File: config.mk
export PLATFORM = sky130hd
export DESIGN_NAME = imem_boot_loader_flat
export DESIGN_NICKNAME = d
export VERILOG_FILES = /design/src/rtl/imem_boot_loader_pkg.sv /design/src/rtl/imem_boot_loader_if.sv /design/src/rtl/imem_boot_loader_byte_word_assembler.sv /design/src/rtl/imem_boot_loader.sv /design/src/flat_wrapper.sv
export SDC_FILE = /design/constraint.sdc
export NUM_CORES = 1
export LEC_CHECK = 0
export ABC_AREA = 1
export BUFFER_PORTS_ARGS = -buffer_cell sky130_fd_sc_hd__buf_2
export CORE_ASPECT_RATIO = 1.1
export CORE_MARGIN = 1.5
export CORE_UTILIZATION = 55
export CTS_CLUSTER_SIZE = 30
export DETAILED_ROUTE_END_ITERATION = 6
export PLACE_DENSITY = 0.87
export SYNTH_ARGS = -nofsm -noshare
export SYNTH_HDL_FRONTEND = slang
export SYNTH_SLANG_ARGS = --single-unit
File: constraint.sdc
create_clock -name clk -period 1.8 [get_ports clk]
set_clock_uncertainty 0.05 [all_clocks]
set_input_delay 0.18 -clock clk [delete_from_list [all_inputs] [get_ports clk]]
set_output_delay 0.18 -clock clk [all_outputs]
set_load 0.02 [all_outputs]
File: src/rtl/imem_boot_loader_pkg.sv
// Shared types and constants for the instruction-memory boot loader.
//   state_e   : loader FSM states (ST_HDR..ST_ERR)
//   imem_wr_t : imem write payload (byte address + data word)
package imem_boot_loader_pkg;

  localparam int unsigned BYTES_PER_WORD = 4;
  localparam int unsigned BYTE_W         = 8;
  localparam int unsigned WORD_W         = BYTES_PER_WORD * BYTE_W;
  localparam int unsigned ADDR_W         = 32;
  localparam int unsigned BCNT_W         = $clog2(BYTES_PER_WORD);

  typedef enum logic [2:0] {
    ST_HDR   = 3'd0,
    ST_DATA  = 3'd1,
    ST_WRITE = 3'd2,
    ST_DONE  = 3'd3,
    ST_ERR   = 3'd4
  } state_e;

  typedef struct packed {
    logic [ADDR_W-1:0] addr;
    logic [WORD_W-1:0] data;
  } imem_wr_t;

endpackage

File: src/rtl/imem_boot_loader_if.sv
// Boot loader bus: byte-stream input handshake, imem write port and core control.
//   start/in_valid/in_data : stream side, driven by the source
//   in_ready               : loader accepts a byte on in_valid && in_ready
//   we/wa/wd               : imem write strobe, byte address, data
//   core_rst_n/done/err    : core reset and load status
interface imem_boot_loader_if;
  import imem_boot_loader_pkg::*;

  logic              start;
  logic              in_valid;
  logic [BYTE_W-1:0] in_data;
  logic              in_ready;
  logic              we;
  logic [ADDR_W-1:0] wa;
  logic [WORD_W-1:0] wd;
  logic              core_rst_n;
  logic              done;
  logic              err;

  // Loader side
  modport slave (
    input  start, in_valid, in_data,
    output in_ready, we, wa, wd, core_rst_n, done, err
  );

  // Stream source / memory / observer side
  modport master (
    output start, in_valid, in_data,
    input  in_ready, we, wa, wd, core_rst_n, done, err
  );

endinterface

File: src/rtl/imem_boot_loader_byte_word_assembler.sv
// Little-endian byte-to-word assembler: bytes shift in from the top, first byte ends in [7:0].
//   clk, rst       : clock, synchronous active-high reset
//   i_clr          : clear counter and partial word
//   i_shift_en     : accept i_byte_in this cycle
//   o_word_out_c   : word as it would be after shifting i_byte_in in (valid with o_word_full_c)
//   o_word_full_c  : this shift completes a 4-byte word
module imem_boot_loader_byte_word_assembler
  import imem_boot_loader_pkg::*;
(
  input  logic              clk,
  input  logic              rst,
  input  logic              i_clr,
  input  logic              i_shift_en,
  input  logic [BYTE_W-1:0] i_byte_in,
  output logic [WORD_W-1:0] o_word_out_c,
  output logic              o_word_full_c
);

  // Only the three most recent bytes need storing; the fourth arrives on i_byte_in.
  logic [WORD_W-BYTE_W-1:0] r_low;
  logic [BCNT_W-1:0]        r_cnt;

  assign o_word_out_c  = {i_byte_in, r_low};
  assign o_word_full_c = i_shift_en && (r_cnt == BCNT_W'(BYTES_PER_WORD - 1));

  // Shift register and byte counter; counter wraps 3->0 on the fourth byte
  always_ff @(posedge clk) begin
    if (rst || i_clr) begin
      r_low <= '0;
      r_cnt <= '0;
    end else if (i_shift_en) begin
      r_low <= o_word_out_c[WORD_W-1:BYTE_W];
      r_cnt <= r_cnt + BCNT_W'(1);
    end
  end

endmodule

File: src/rtl/imem_boot_loader.sv
// Instruction-memory boot loader: takes a framed byte stream (LE word count N, then N
// LE words), writes the words to sequential imem addresses and holds the core in reset
// until the image is loaded.
//   clk, rst : clock, synchronous active-high reset
//   bus      : imem_boot_loader_if.slave (stream handshake, imem write port, status)
module imem_boot_loader
  import imem_boot_loader_pkg::*;
#(
  parameter int unsigned       DEPTH     = 1024,
  parameter logic [ADDR_W-1:0] BASE_ADDR = '0
) (
  input  logic              clk,
  input  logic              rst,
  imem_boot_loader_if.slave bus
);

  localparam int unsigned IDX_W = $clog2(DEPTH + 1);

  state_e            r_state;
  state_e            w_next_state;
  logic              r_in_ready;
  logic              r_we;
  logic              r_core_rst_n;
  logic              r_done;
  logic              r_err;
  imem_wr_t          r_wr;
  logic [IDX_W-1:0]  r_word_idx;
  logic [IDX_W-1:0]  r_n;

  logic              w_accept;
  logic              w_word_full;
  logic [WORD_W-1:0] w_word;
  logic              w_hdr_bad;
  logic              w_restart;
  logic              w_load_n;
  logic              w_load_wr;
  logic              w_idx_inc;

  assign w_accept  = bus.in_valid && r_in_ready;
  // Compare the full 32-bit count so large headers cannot alias into range
  assign w_hdr_bad = (w_word == '0) || (w_word > WORD_W'(DEPTH));

  imem_boot_loader_byte_word_assembler u_asm (
    .clk           (clk),
    .rst           (rst),
    .i_clr         (w_restart),
    .i_shift_en    (w_accept),
    .i_byte_in     (bus.in_data),
    .o_word_out_c  (w_word),
    .o_word_full_c (w_word_full)
  );

  // State register
  always_ff @(posedge clk) begin
    if (rst) r_state <= ST_HDR;
    else     r_state <= w_next_state;
  end

  // Next-state and datapath control
  always_comb begin
    w_next_state = r_state;
    w_restart    = 1'b0;
    w_load_n     = 1'b0;
    w_load_wr    = 1'b0;
    w_idx_inc    = 1'b0;
    unique case (r_state)
      ST_HDR: begin
        if (w_word_full) begin
          w_load_n     = 1'b1;
          w_next_state = w_hdr_bad ? ST_ERR : ST_DATA;
        end
      end
      ST_DATA: begin
        if (w_word_full) begin
          w_load_wr    = 1'b1;
          w_next_state = ST_WRITE;
        end
      end
      ST_WRITE: begin
        w_idx_inc    = 1'b1;
        w_next_state = (r_word_idx == r_n - IDX_W'(1)) ? ST_DONE : ST_DATA;
      end
      ST_DONE, ST_ERR: begin
        if (bus.start) begin
          w_restart    = 1'b1;
          w_next_state = ST_HDR;
        end
      end
      default: w_next_state = ST_HDR;
    endcase
  end

  // Output registers follow the next state so they line up with the state they describe
  always_ff @(posedge clk) begin
    if (rst) begin
      r_in_ready   <= 1'b1;
      r_we         <= 1'b0;
      r_wr         <= '{addr: BASE_ADDR, data: '0};
      r_core_rst_n <= 1'b0;
      r_done       <= 1'b0;
      r_err        <= 1'b0;
      r_word_idx   <= '0;
      r_n          <= '0;
    end else begin
      r_in_ready   <= (w_next_state == ST_HDR) || (w_next_state == ST_DATA);
      r_we         <= (w_next_state == ST_WRITE);
      r_core_rst_n <= (w_next_state == ST_DONE);
      r_done       <= (w_next_state == ST_DONE);
      r_err        <= (w_next_state == ST_ERR);
      if (w_load_n) r_n <= IDX_W'(w_word);
      if (w_load_wr) begin
        r_wr.addr <= BASE_ADDR + (ADDR_W'(r_word_idx) << 2);
        r_wr.data <= w_word;
      end
      if (w_idx_inc)      r_word_idx <= r_word_idx + IDX_W'(1);
      else if (w_restart) r_word_idx <= '0;
    end
  end

  assign bus.in_ready   = r_in_ready;
  assign bus.we         = r_we;
  assign bus.wa         = r_wr.addr;
  assign bus.wd         = r_wr.data;
  assign bus.core_rst_n = r_core_rst_n;
  assign bus.done       = r_done;
  assign bus.err        = r_err;

endmodule

File: src/flat_wrapper.sv
// flat-port wrapper written by rule: the top's interface ports become plain ports
module imem_boot_loader_flat import imem_boot_loader_pkg::*;
#(
  parameter int unsigned       DEPTH     = 1024,
  parameter logic [ADDR_W-1:0] BASE_ADDR = '0
)
  (clk, rst, bus_start, bus_in_valid, bus_in_data, bus_in_ready, bus_we, bus_wa, bus_wd, bus_core_rst_n, bus_done, bus_err);
  imem_boot_loader_if bus_i ();
  input  logic clk;
  input  logic rst;
  input wire logic [$bits(bus_i.start)-1:0] bus_start;
  input wire logic [$bits(bus_i.in_valid)-1:0] bus_in_valid;
  input wire logic [$bits(bus_i.in_data)-1:0] bus_in_data;
  output wire logic [$bits(bus_i.in_ready)-1:0] bus_in_ready;
  output wire logic [$bits(bus_i.we)-1:0] bus_we;
  output wire logic [$bits(bus_i.wa)-1:0] bus_wa;
  output wire logic [$bits(bus_i.wd)-1:0] bus_wd;
  output wire logic [$bits(bus_i.core_rst_n)-1:0] bus_core_rst_n;
  output wire logic [$bits(bus_i.done)-1:0] bus_done;
  output wire logic [$bits(bus_i.err)-1:0] bus_err;
  assign bus_i.start = bus_start;
  assign bus_i.in_valid = bus_in_valid;
  assign bus_i.in_data = bus_in_data;
  assign bus_in_ready = bus_i.in_ready;
  assign bus_we = bus_i.we;
  assign bus_wa = bus_i.wa;
  assign bus_wd = bus_i.wd;
  assign bus_core_rst_n = bus_i.core_rst_n;
  assign bus_done = bus_i.done;
  assign bus_err = bus_i.err;
  imem_boot_loader #(.DEPTH(DEPTH), .BASE_ADDR(BASE_ADDR)) u_core (.clk(clk), .rst(rst), .bus(bus_i));
endmodule
==> flow_summary_export.csv, run 1 <==
group,metric,value,unit
outcome,status,"finished clean",
routing,wl,9.387,mm
sta,period_needed,1.671,ns
routing,drc_errors,0,
place,place_congestion,0.8560,
finish,area_growth,11.12,%
logic_synthesis,yosysSeqAreaShare,45.42,%
floorplan,die_area,8394,µm²
clocking,cts_tree,"built",
finish,layout_common_cells,"115 x nand2_1, 96 x dfxtp_1, 74 x nor2_1, 70 x a21oi_1, 63 x o21ai_0",
critical_path,cp-end-kind,"flop",
routing,maxUsedRoutingLayer,"met4",
routing,drt-met1-wl,4.055,mm
finish,fin_nets,654,
critical_path,timing.rr.start,"u_core.r_word_idx[1]",
logic_synthesis,synth_simple_gate_area_share,23.81,%
job,cap_violations,0,
sta,hold_violations,0,
global_route,grt_max_degree,36,
logic_synthesis,ys_warn_count,0,
sta,finalCritPeriodShare,92.84,%
logic_synthesis,synthMuxAreaShare,0,%
finish,diodes,0,
routing,wl_met3,427,µm
critical_path,cp-start-kind,"flop",
routing,drt_iter0_drc,208,
floorplan,start_util,57.48,%
logic_synthesis,yosys.cell_types.count,33,
logic_synthesis,synth_fa_ha_area_share,0.8691,%
critical_path,critPathMaxStageDelay,0.43,ns
routing,vias,3890,
global_route,track_usage,23.26,%
floorplan,die_w,87.50,µm
critical_path,startpoint,"u_core.r_word_idx[1]",
global_route,grt_pass1_wl,15.22,mm
logic_synthesis,yosys.area.top_type_share,45.42,%
sta,rsz0062_at_grt,"false",
logic_synthesis,synth_area_leaders,"dfxtp_1 45%, nand2_1 10%, a21oi_1 8.1%",
critical_path,critPathKind,"reg2reg",
critical_path,path_cells,"ha_1 -> nand3_2 -> nor2_1 -> nand2_1 -> nor3_2 -> nand4_1 -> o21ai_1 -> a21oi_1",
clocking,postCtsSetupRepairBufs,0,
finish,design_area,4800,µm²
floorplan,fp.dieH,95.94,µm
logic_synthesis,postSynthCellCount,587,
logic_synthesis,yosys.area_share.xor_xnor,1.014,%
logic_synthesis,syn_area_per_cell,7.358,µm²
pwr,powerDensity,799.3,nW/µm²
finish,n_fill_cell,676,
logic_synthesis,synth_compound_area_share,17.15,%
finish,drive_gt1_share,17.86,%
place,dpl_cell_area,4596,µm²
routing,post_drt_wl_per_cell,12.53,µm
worst_hold_path,min-delay-start,"bus_in_data[1]",
logic_synthesis,ys_ff_latch,98,
pwr,ir_worst_vdd,0.6761,mV
critical_path,crit_arrival,1.88,ns
place,dp_hpwl,6.780,mm
global_route,antenna_found_initial,0,
sta,setup_viol_count_final,0,
routing,drtAntennaViolNets,0,
clocking,hold_buffers,0,
routing,avgViaCountPerCell,5.194,
clocking,clk_pin_slew,0.10,ns
routing,met2WireLength,4.644,mm
clocking,clk_path_buf_depth,2,
worst_hold_path,hp-class,"in2reg",
clocking,post_cts_resized,0,
sta,final-max-slew-violation-count,0,
routing,dr.pass1.iters,7,
sta,holdWs,0.01714,ns
finish,final_core_util,63.87,%
floorplan,core_area,7515,µm²
floorplan,rows,33,
pwr,leakage,2.193,nW
critical_path,slowest_stage,"dfxtp_1",
floorplan,io_pins,81,
clocking,cts-root-buf,"clkbuf_8",
global_route,grt_overflow,0,
sta,slew_headroom,53.45,%
clocking,cts_max_level,3,
clocking,cts_sinks,98,
sta,tightest_slew,0.6975,ns
logic_synthesis,yosysTopAreaCell,"dfxtp_1",
critical_path,crit_required,2.01,ns
critical_path,crit_fanout,5,
global_route,grt_pass1_vias,3312,
place,portBuffers,59,
clocking,clk_latency,0.38,ns
clocking,numCtsBuffers,9,
finish,layout_commonest_cell,"nand2_1",
sta,clock.fmax,0.5984,GHz
sta,finalSetupTns,0,ns
logic_synthesis,synth_top_family_by_area,"simple AND/OR/NAND/NOR gates",
logic_synthesis,synth_area,4319,µm²
## layout make-up
class / instances / area (µm²) / share of cell area (%)
inverters: 52 / 197.7 / 4.119
well taps: 105 / 131.4 / 2.737
repair buffers: 68 / 375.4 / 7.821
clock inverters: 7 / 58.81 / 1.225
flip-flops and latches: 98 / 1964 / 40.93
clock buffers: 9 / 123.9 / 2.581
multi-input cells: 410 / 1948 / 40.59
## cells by family after synthesis
family	count (synthesis)
simple gates	237
compound gates	144
other cells	1
flops	98
fa+ha+maj	3
buf+inv	99
xor+xnor	5
## metal layers
layer / vias to the layer above / track usage, %
met2: 119 / 39.17
met3: 24 / 2.916
met4: 0 / 12.83
met1: 1783 / 28.83
met5: - / 0
li1: 1964 / -
## final timing paths
path                                 to  slack (ns)  cells after the start
setup reg to reg  u_core.r_word_idx[10]        0.13                      8
hold reg to reg   u_core.u_asm.r_cnt[1]        0.43                      2
hold / removal        u_core.bus.wd[25]        0.02                      3
setup / recovery  u_core.r_word_idx[10]        0.13                      8
## synthesized netlist by cell type, drive strengths merged
cell and n:
o211ai 1, nor3 5, dfxtp 98, a221oi 3, a211oi 2, inv 51
xnor2 1, a21oi 70, nand3b 3, nand4 3, clkbuf 9, xor2 4
buf 38, nand3 21, nor2 82, ha 3, conb 1, clkinv 1
a31oi 1, o21ai 67, nand2 123
## report_power, final
part	internal [W]	switching [W]	leakage [nW]
combinational	0.0000861	0.000196	1.30
clock	0.000529	0.000803	0.0978
sequential	0.00220	0.0000273	0.793
## critical path: cells and delay by family, from the launching register on
| family | cells | cell delay (ns) |
|---|---|---|
| simple gates | 5 | 0.63 |
| flops | 1 | 0.43 |
| compound gates | 2 | 0.21 |
| fa+ha+maj | 1 | 0.24 |
## state kept, by name, summed over array words and instances, names as in the netlist
name / cells
u_core.bus.wa: 11
u_core.bus.core_rst_n: 1
u_core.u_asm.r_cnt: 2
u_core.r_state: 3
u_core.u_asm.r_low: 24
u_core.r_n: 11
u_core.bus.we: 1
u_core.bus.err: 1
u_core.bus.in_ready: 1
u_core.r_word_idx: 11
u_core.bus.wd: 32
## through the flow
stage	setup slack [ns]	instances	total power, W
6_report	0.1289	749	0.003836
2_1_floorplan	0.2434	607	0.002510
3_5_place_dp	0.1027	733	0.002546
5_1_grt	0.01061	749	0.003995
3_3_place_gp	0.1450	733	0.002534
4_1_cts	0.07503	749	0.003857
Power figures use the tool's default switching activity.
==> run 2, diff against run 1 <==
CORE_UTILIZATION = 39   (was 55)
PLACE_DENSITY = 0.67   (was 0.87)
SLEW_MARGIN = 20   (was not set)
==> run 2 against run 1 <==
  * Critical path depth is 5 higher
  * Sequential power hardly changed
  * Sequential cell count stayed put
  * Routed wire length is 6.5% higher
  * Fmax is 3.1% higher
  * Die area is 40% higher
  * Combinational power hardly changed
  * Register-to-register slack better by 0.05 ns
  * Power is 16% higher
  * Design area is 4.1% higher
  * Clock power is 47% higher
  * Via count is 2.1% lower
==> flow_summary_export.csv, run 2 (synthesis results as in run 1) <==
group,metric,value,unit
critical_path,cp_top_family,"simple AND/OR/NAND/NOR gates",
floorplan,start_util,39.77,%
pwr,ir_worst_vdd,0.4550,mV
clocking,numCtsBuffers,9,
global_route,track_usage,17.77,%
sta,finalCritPeriodShare,90.03,%
routing,vias,3808,
critical_path,timing.rr.start,"u_core.r_n[0]",
sta,final-max-slew-violation-count,0,
global_route,grt_overflow,0,
clocking,cts_sinks,98,
routing,post_drt_wl_per_cell,12.60,µm
floorplan,die_area,11720,µm²
routing,drt_iter0_drc,124,
finish,fin_nets,656,
critical_path,path_buf_inv,1,
global_route,grt_max_degree,42,
sta,holdWs,0.04704,ns
clocking,clk_pin_slew,0.07,ns
routing,dr.pass1.iters,4,
sta,slew_headroom,54.46,%
critical_path,cp-end-kind,"flop",
place,portBuffers,59,
clocking,cts_tree,"built",
worst_hold_path,min-delay-start,"bus_in_data[4]",
routing,drtAntennaViolNets,0,
finish,largest_register_ffs,32,
pwr,powerDensity,891.1,nW/µm²
routing,wl,9.995,mm
finish,layout_common_cells,"115 x nand2_1, 94 x dfxtp_1, 73 x nor2_1, 69 x a21oi_1, 63 x o21ai_0",
critical_path,startpoint,"u_core.r_n[0]",
critical_path,cp-start-kind,"flop",
clocking,hold_buffers,0,
critical_path,critPathKind,"reg2reg",
worst_hold_path,hp-class,"in2reg",
critical_path,slowest_stage,"dfxtp_2",
place,dpl_cell_area,4648,µm²
floorplan,die_w,103.3,µm
clocking,clk_path_buf_depth,2,
critical_path,crit_path_frequent_cell,"nand2_1",
global_route,antenna_found_initial,0,
finish,drive_gt1_share,19.04,%
floorplan,rows,40,
critical_path,crit_fanout,6,
pwr,leakage,2.259,nW
clocking,cts_max_level,3,
pwr,p_total,0.004454,W
sta,rsz0062_at_grt,"true",
routing,drc_errors,0,
floorplan,core_area,10860,µm²
place,dp_hpwl,7.313,mm
floorplan,io_pins,81,
finish,diodes,0,
routing,avgViaCountPerCell,4.802,
place,place_congestion,0.8444,
critical_path,crit_arrival,1.81,ns
critical_path,crit_required,1.99,ns
critical_path,critPathMaxStageDelay,0.35,ns
sta,worst_slack,0.1795,ns
critical_path,path_cells,"inv_4 -> ha_4 -> nand2_1 -> nand2_1 -> nand2_1 -> nor2_2 -> nand2_1 -> nor2_2 -> nand2_1 -> nor2_2 -> nand3_2 -> nand3_2 -> nand2_1",
sta,tightest_slew,0.6823,ns
outcome,status,"finished clean",
place,dpl_worst_slack,0.05176,ns
sta,hold_violations,0,
clocking,cts-root-buf,"clkbuf_16",
sta,period_needed,1.620,ns
global_route,grt_pass1_vias,3486,
finish,design_area,4999,µm²
global_route,grt_pass1_wl,16.17,mm
finish,area_growth,15.73,%
job,cap_violations,0,
clocking,clk_latency,0.35,ns
sta,clock.fmax,0.6171,GHz
floorplan,fp.dieH,113.4,µm
finish,layout_commonest_cell,"nand2_1",
sta,setup_viol_count_final,0,
sta,finalSetupTns,0,ns
==> run 2: cell types whose count changed in the layout (fill, tap and decap cells not counted), sizes merged <==
cell      before  now
inv           55   54
bufinv         0    1
buf           68   70
clkinv         4    3
clkinvlp       0    1
==> run 2: cell type report <==
cell class                      count  area (µm²)
Multi-Input combinational cell    410        1956
Inverter                           52       200.2
Clock buffer                        9       225.2
Fill cell                        1126        5862
Tap cell                          147       183.9
Timing Repair Buffer               70       390.4
Clock inverter                      7       76.32
Sequential cell                    98        1967
==> run 2: worst paths after layout <==
path | endpoint | slack [ns] | cells after the start
worst max-delay path | u_core.bus.in_ready | 0.18 | 13
worst min-delay path | u_core.u_asm.r_low[20] | 0.05 | 3
worst max register to register | u_core.bus.in_ready | 0.18 | 13
worst min register to register | u_core.u_asm.r_cnt[1] | 0.42 | 2
==> run 2: timing repair <==
item,CTS,global route
buffers inserted,0,2
endpoints found under the setup margin,0,4
gates resized for setup,0,12
==> run 2: power by group <==
part           switching, W  internal (W)
logic              0.000196     0.0000871
registers         0.0000263       0.00220
clock network      0.000857       0.00109
total               0.00108       0.00337
==> run 2: metal layers <==
| metal | vias up | GRT usage, % | wire length, µm |
|---|---|---|---|
| li1 | 1959 | - | - |
| met1 | 1748 | 21.25 | 4470 |
| met2 | 79 | 30.24 | 4968 |
| met3 | 22 | 3.676 | 322 |
| met4 | 0 | 8.108 | 233 |
| met5 | - | 0 | 0 |
==> run 2: worst register-to-register path: cells and delay by family (launching register included) <==
kind / cells / cell delay [ns]
adders and majority gates: 1 / 0.27
buffers and inverters: 1 / 0.06
DFF: 1 / 0.35
and+or+nand+nor: 11 / 0.79
==> run 2: stage by stage <==
| stage | utilization [%] | std cells |
|---|---|---|
| after floorplan | - | 607 |
| after global placement | 42.80 | 775 |
| after detailed placement | 42.80 | 775 |
| after CTS | 45.58 | 791 |
| after global routing | 46.03 | 793 |
| final | 46.03 | 793 |
